[config.mk]
export PLATFORM = sky130hd
export DESIGN_NAME = transfer_arbiter
export DESIGN_NICKNAME = d
export VERILOG_FILES = /design/src/rtl/transfer_arbiter.sv
export SDC_FILE = /design/constraint.sdc
export NUM_CORES = 1
export LEC_CHECK = 0
export BUFFER_PORTS_ARGS = -buffer_cell sky130_fd_sc_hd__clkbuf_2
export CAP_MARGIN = 20
export CORE_UTILIZATION = 30
export CTS_CLUSTER_DIAMETER = 40
export DETAILED_ROUTE_END_ITERATION = 8
export GPL_TIMING_DRIVEN = 0
export PLACE_DENSITY = 0.47
export SETUP_SLACK_MARGIN = 0.3
export SKIP_LAST_GASP = 1
export SLEW_MARGIN = 5
export SYNTH_ARGS = -nofsm -noshare
export SYNTH_HDL_FRONTEND = slang
export SYNTH_SLANG_ARGS = --single-unit
[constraint.sdc]
create_clock -name clk -period 2.5 [get_ports clk]
set_input_delay 0.25 -clock clk [delete_from_list [all_inputs] [get_ports clk]]
set_output_delay 0.25 -clock clk [all_outputs]
set_load 0.01 [all_outputs]
[src/rtl/transfer_arbiter.sv]
// Round-robin arbiter that lends one transfer-center serial input to N_REQ scanners,
// passing the granted scanner's bit stream through while counting bits and bytes.
module transfer_arbiter #(
    parameter int unsigned N_REQ          = 4,
    parameter int unsigned BYTES_PER_XFER = 8,
    parameter int unsigned TIMEOUT        = 16
) (
    input  logic                       clk,
    input  logic                       rst,
    input  logic [N_REQ-1:0]           req,
    input  logic [N_REQ-1:0]           bit_valid,
    input  logic [N_REQ-1:0]           serial_in,
    input  logic                       tc_ready,
    output logic [N_REQ-1:0]           grant,
    output logic [$clog2(N_REQ)-1:0]   active_id,
    output logic                       xfer_start,
    output logic                       ser_out,
    output logic                       ser_valid,
    output logic [2:0]                 bit_count,
    output logic [7:0]                 byte_count,
    output logic                       byte_done,
    output logic                       xfer_done,
    output logic                       timeout_err
);

    localparam int unsigned IdW   = $clog2(N_REQ);
    localparam int unsigned IdleW = $clog2(TIMEOUT + 1);

    localparam logic [1:0] StIdle   = 2'd0;
    localparam logic [1:0] StWaitTc = 2'd1;
    localparam logic [1:0] StXfer   = 2'd2;
    localparam logic [1:0] StDone   = 2'd3;

    logic [1:0]       state_q, state_d;
    logic [N_REQ-1:0] grant_q, grant_d;
    logic [IdW-1:0]   active_id_q, active_id_d;
    logic [IdW-1:0]   last_grant_q, last_grant_d;
    logic [2:0]       bit_cnt_q, bit_cnt_d;
    logic [7:0]       byte_cnt_q, byte_cnt_d;
    logic [IdleW-1:0] idle_cnt_q, idle_cnt_d;
    logic             xfer_start_q, xfer_start_d;
    logic             byte_done_q, byte_done_d;
    logic             xfer_done_q, xfer_done_d;
    logic             timeout_err_q, timeout_err_d;

    logic             rr_found;
    logic [IdW-1:0]   rr_idx;
    logic [IdW-1:0]   rr_cand;
    logic [N_REQ-1:0] rr_onehot;
    logic             in_xfer;
    logic             strobe;

    // Search starts just after the previous winner so every requester gets a turn.
    always_comb begin
        rr_found = 1'b0;
        rr_idx   = '0;
        rr_cand  = '0;
        for (int unsigned i = 1; i <= N_REQ; i++) begin
            rr_cand = IdW'((32'(last_grant_q) + i) % N_REQ);
            if (!rr_found && req[rr_cand]) begin
                rr_found = 1'b1;
                rr_idx   = rr_cand;
            end
        end
        rr_onehot = '0;
        if (rr_found) begin
            rr_onehot[rr_idx] = 1'b1;
        end
    end

    assign in_xfer   = (state_q == StXfer);
    assign strobe    = in_xfer & bit_valid[active_id_q];
    assign ser_valid = strobe;
    assign ser_out   = in_xfer & serial_in[active_id_q];

    always_comb begin
        state_d       = state_q;
        grant_d       = grant_q;
        active_id_d   = active_id_q;
        last_grant_d  = last_grant_q;
        bit_cnt_d     = bit_cnt_q;
        byte_cnt_d    = byte_cnt_q;
        idle_cnt_d    = idle_cnt_q;
        xfer_start_d  = 1'b0;
        byte_done_d   = 1'b0;
        xfer_done_d   = 1'b0;
        timeout_err_d = 1'b0;

        unique case (state_q)
            StIdle: begin
                if (rr_found) begin
                    grant_d     = rr_onehot;
                    active_id_d = rr_idx;
                    state_d     = StWaitTc;
                end
            end
            StWaitTc: begin
                if (tc_ready) begin
                    state_d      = StXfer;
                    xfer_start_d = 1'b1;
                    bit_cnt_d    = '0;
                    byte_cnt_d   = '0;
                    idle_cnt_d   = '0;
                end
            end
            StXfer: begin
                // A strobe always clears the idle count, so it beats a same-cycle timeout.
                if (strobe) begin
                    idle_cnt_d = '0;
                    bit_cnt_d  = bit_cnt_q + 3'd1;
                    if (bit_cnt_q == 3'd7) begin
                        byte_cnt_d  = byte_cnt_q + 8'd1;
                        byte_done_d = 1'b1;
                        if (byte_cnt_q == 8'(BYTES_PER_XFER - 1)) begin
                            state_d = StDone;
                        end
                    end
                end else begin
                    idle_cnt_d = idle_cnt_q + IdleW'(1);
                    if (idle_cnt_q == IdleW'(TIMEOUT - 1)) begin
                        timeout_err_d = 1'b1;
                        grant_d       = '0;
                        last_grant_d  = active_id_q;
                        active_id_d   = '0;
                        state_d       = StIdle;
                    end
                end
            end
            StDone: begin
                xfer_done_d  = 1'b1;
                grant_d      = '0;
                last_grant_d = active_id_q;
                active_id_d  = '0;
                state_d      = StIdle;
            end
            default: begin
                state_d = StIdle;
            end
        endcase
    end

    always_ff @(posedge clk or negedge rst) begin
        if (!rst) begin
            state_q       <= StIdle;
            grant_q       <= '0;
            active_id_q   <= '0;
            last_grant_q  <= IdW'(N_REQ - 1);
            bit_cnt_q     <= '0;
            byte_cnt_q    <= '0;
            idle_cnt_q    <= '0;
            xfer_start_q  <= 1'b0;
            byte_done_q   <= 1'b0;
            xfer_done_q   <= 1'b0;
            timeout_err_q <= 1'b0;
        end else begin
            state_q       <= state_d;
            grant_q       <= grant_d;
            active_id_q   <= active_id_d;
            last_grant_q  <= last_grant_d;
            bit_cnt_q     <= bit_cnt_d;
            byte_cnt_q    <= byte_cnt_d;
            idle_cnt_q    <= idle_cnt_d;
            xfer_start_q  <= xfer_start_d;
            byte_done_q   <= byte_done_d;
            xfer_done_q   <= xfer_done_d;
            timeout_err_q <= timeout_err_d;
        end
    end

    assign grant       = grant_q;
    assign active_id   = active_id_q;
    assign xfer_start  = xfer_start_q;
    assign bit_count   = bit_cnt_q;
    assign byte_count  = byte_cnt_q;
    assign byte_done   = byte_done_q;
    assign xfer_done   = xfer_done_q;
    assign timeout_err = timeout_err_q;

endmodule

==> flow_metrics.env <==
export IMPL_hold_viol_final=0
export IMPL_yosysWarnings=0
export IMPL_power_leakage_nw=0.883
export IMPL_first_iter_violations=44
export IMPL_num_rows=25
export IMPL_cts_buffer_depth=2
export IMPL_max_freq_ghz=0.475
export IMPL_period_share=0.842
export IMPL_cp_end_kind="output port"
export IMPL_critical_path_class="reg -> out"
export IMPL_dp_hpwl_mm=2.53
export IMPL_routabilityCongestion=0.799
export IMPL_h_tree_depth=2
export IMPL_grt_pass1_wl_mm=6.11
export IMPL_antenna_left=0
export IMPL_core_area_um2=4750
export IMPL_syn_area_um2=1500
export IMPL_peakVddDrop_mv=0.454
export IMPL_drc=0
export IMPL_dieArea_um2=5280
export IMPL_swShare=0.367
export IMPL_combPwrFrac=0.377
export IMPL_syn_to_final_growth_pct=25.2
export IMPL_antennaDiodeCount=0
export IMPL_grt_max_degree=31
export IMPL_worst_pin_slew_ns=0.756
export IMPL_grt_pass1_vias=1299
export IMPL_num_io_pins=38
export IMPL_crit_required_ns=2.25
export IMPL_slew_violations=0
export IMPL_maxCapViolCount=0
export IMPL_cp_arrival_ns=1.86
export IMPL_dp_cells=246
export IMPL_clock_sinks=30
export IMPL_fin_util=0.394
export IMPL_yosys_cell_types_count=39
export IMPL_rsz0062_at_grt="true"
export IMPL_r2r_end="byte_count[5]$_DFFE_PN0P_"
export IMPL_fin_tns_setup_ns=0
export IMPL_cellPowerDensity_nw_per_um2=963
export IMPL_p_switching_uw=664
export IMPL_instances_no_fill=256
export IMPL_design_area_um2=1880
export IMPL_intPower_mw=1.14
export IMPL_firstDrtPassIters=4
export IMPL_synth_cells=142
export IMPL_pre_cts_slack_ns=0.422
export IMPL_status="finished clean"
export IMPL_layout_nets=208
export IMPL_p_clk_frac=0.220
export IMPL_placed_area_um2=1770
export IMPL_grt_overflow=0
export IMPL_hold_class="in -> async"
export IMPL_viasPerCell=4.95
export IMPL_synth_area_per_cell_um2=10.5
export IMPL_cp_endpoint="ser_valid"
export IMPL_relSlewSlack=0.496
export IMPL_numCtsBuffers=5
export IMPL_layout_drive_gt1_share=0.302
export IMPL_crit_fanout=6
export IMPL_rr_worst_depth=6
export IMPL_synth_nets=162
export IMPL_port_buffers=37
export IMPL_fillers=497
export IMPL_fin_worst_skew_ns=0.00640
export IMPL_routed_wl_mm=3.47
export IMPL_vias=1268
export IMPL_setup_viol=0
export IMPL_min_period_ns=2.11
export IMPL_finalPower_mw=1.81
export IMPL_antenna_found_initial=0
export IMPL_start_util=0.315
export IMPL_sequentialPowerShare=0.403
export IMPL_root_buffer="clkbuf_8"
export IMPL_cp_startpoint="active_id[0]$_DFFE_PN0P_"
export IMPL_dieWidth_um=72.7
export IMPL_clk_latency_ns=0.28
export IMPL_die_y_um=72.7
export IMPL_cts_tree="done"
export IMPL_synth_edff_count=0
export IMPL_grt_use_total=0.154
export IMPL_setup_slack_ns=0.394
export IMPL_synth_seq_cells=30
export IMPL_synthFlopType="dfrtp_1"
export IMPL_ys_async_sr_fraction=1.00
export IMPL_clk_pin_slew_ns=0.07
export IMPL_whs_ns=0.0246
export IMPL_yosysSeqAreaShare=0.503
export IMPL_wire_per_inst_um=13.6
export IMPL_reg2reg_from="active_id[0]$_DFFE_PN0P_"
export IMPL_r2r_slack_ns=0.49
export IMPL_start_kind="flip-flop"
## worst min-delay path by stage
stage                     slack [ns]  from  depth (start not counted)                   endpoint
after floorplan                -0.05   rst                          0   active_id[0]$_DFFE_PN0P_
after global placement          0.36   rst                          1       xfer_start$_DFF_PN0_
after detailed placement        0.37   rst                          1  idle_cnt_q[3]$_DFFE_PN0P_
after CTS                       0.05   rst                          1  idle_cnt_q[3]$_DFFE_PN0P_
after global routing            0.09   rst                          1  idle_cnt_q[3]$_DFFE_PN0P_
final                           0.02   rst                          1       xfer_start$_DFF_PN0_
## sequential cells by signal, indices dropped and copies added (netlist names), 2 cells and up
register      cells
last_grant_q      2
bit_count         3
active_id         2
grant             4
idle_cnt_q        5
byte_count        8
state_q           2
## worst max-delay path, cell delays in order (launching register included)
cell and delay, ns:
dfrtp_1 0.46, mux4_2 0.62, nor2b_1 0.17, clkbuf_1 0.18, clkbuf_2 0.16
## power by group through the flow
stage / Sequential [mW] / Combinational (mW) / Clock [mW]
4_1_cts: 0.728 / 0.663 / 0.420
3_5_place_dp: 0.736 / 0.661 / 0
3_3_place_gp: 0.729 / 0.644 / 0
5_1_grt: 0.750 / 0.769 / 0.444
2_1_floorplan: 0.745 / 0.414 / 0
6_report: 0.728 / 0.680 / 0.397
## cell families after synthesis
kind of cell | after synthesis | share of synthesized area
mux | 7 | 0.0685
buf+inv | 10 | 0.0276
xor+xnor | 1 | 0.00585
fa+ha+maj | 5 | 0.0418
compound gates | 40 | 0.182
simple gates | 49 | 0.171
flops | 30 | 0.503
## metal layers
| metal | share of wire | up-vias | track usage |
|---|---|---|---|
| met1 | 0.48 | 615 | 0.202 |
| met4 | 0.017 | 0 | 0.0763 |
| met2 | 0.45 | 28 | 0.229 |
| li1 | - | 618 | - |
| met5 | 0 | - | 0 |
| met3 | 0.054 | 7 | 0.0511 |
## Yosys cell counts (4+ instances only)
cell type  instances  share of area
nor3_1             4          0.013
nor2_1             5          0.013
dfrtp_1           28           0.47
a32o_1             4          0.027
or3_1              5          0.021
nor2b_1            4          0.017
a21oi_1            9          0.030
o21ai_0           12          0.040
nand2_1           13          0.033
ha_1               5          0.042
nand3_1            6          0.020
inv_1              6          0.015
## area by class of cell
type / instances / area (um^2) / share of cell area
Sequential cell: 30 / 753 / 0.402
Multi-Input combinational cell: 102 / 706 / 0.376
Timing Repair Buffer: 39 / 200 / 0.107
Clock buffer: 7 / 86.3 / 0.0460
Tap cell: 67 / 83.8 / 0.0447
Inverter: 7 / 26.3 / 0.0140
Buffer: 3 / 15.0 / 0.00801
Clock inverter: 1 / 5.00 / 0.00267
## cell usage in the layout (no fill, tap or decap), types with 4 or more instances in the layout
cell,count
o21ai_0,12
nor3_1,4
nand3_1,6
nand2_1,13
ha_1,5
or3_1,5
dfrtp_1,28
nor2_1,4
inv_1,6
nor2b_1,4
a32o_1,4
a21oi_1,9
clkbuf_2,37
clkbuf_8,6
## what timing repair did
item	CTS	global route
setup buffers	0	2
hold buffers	0	0
endpoints found under the setup margin	0	3
resized for setup	0	1
Note: power is estimated with default switching activity, not from simulation.
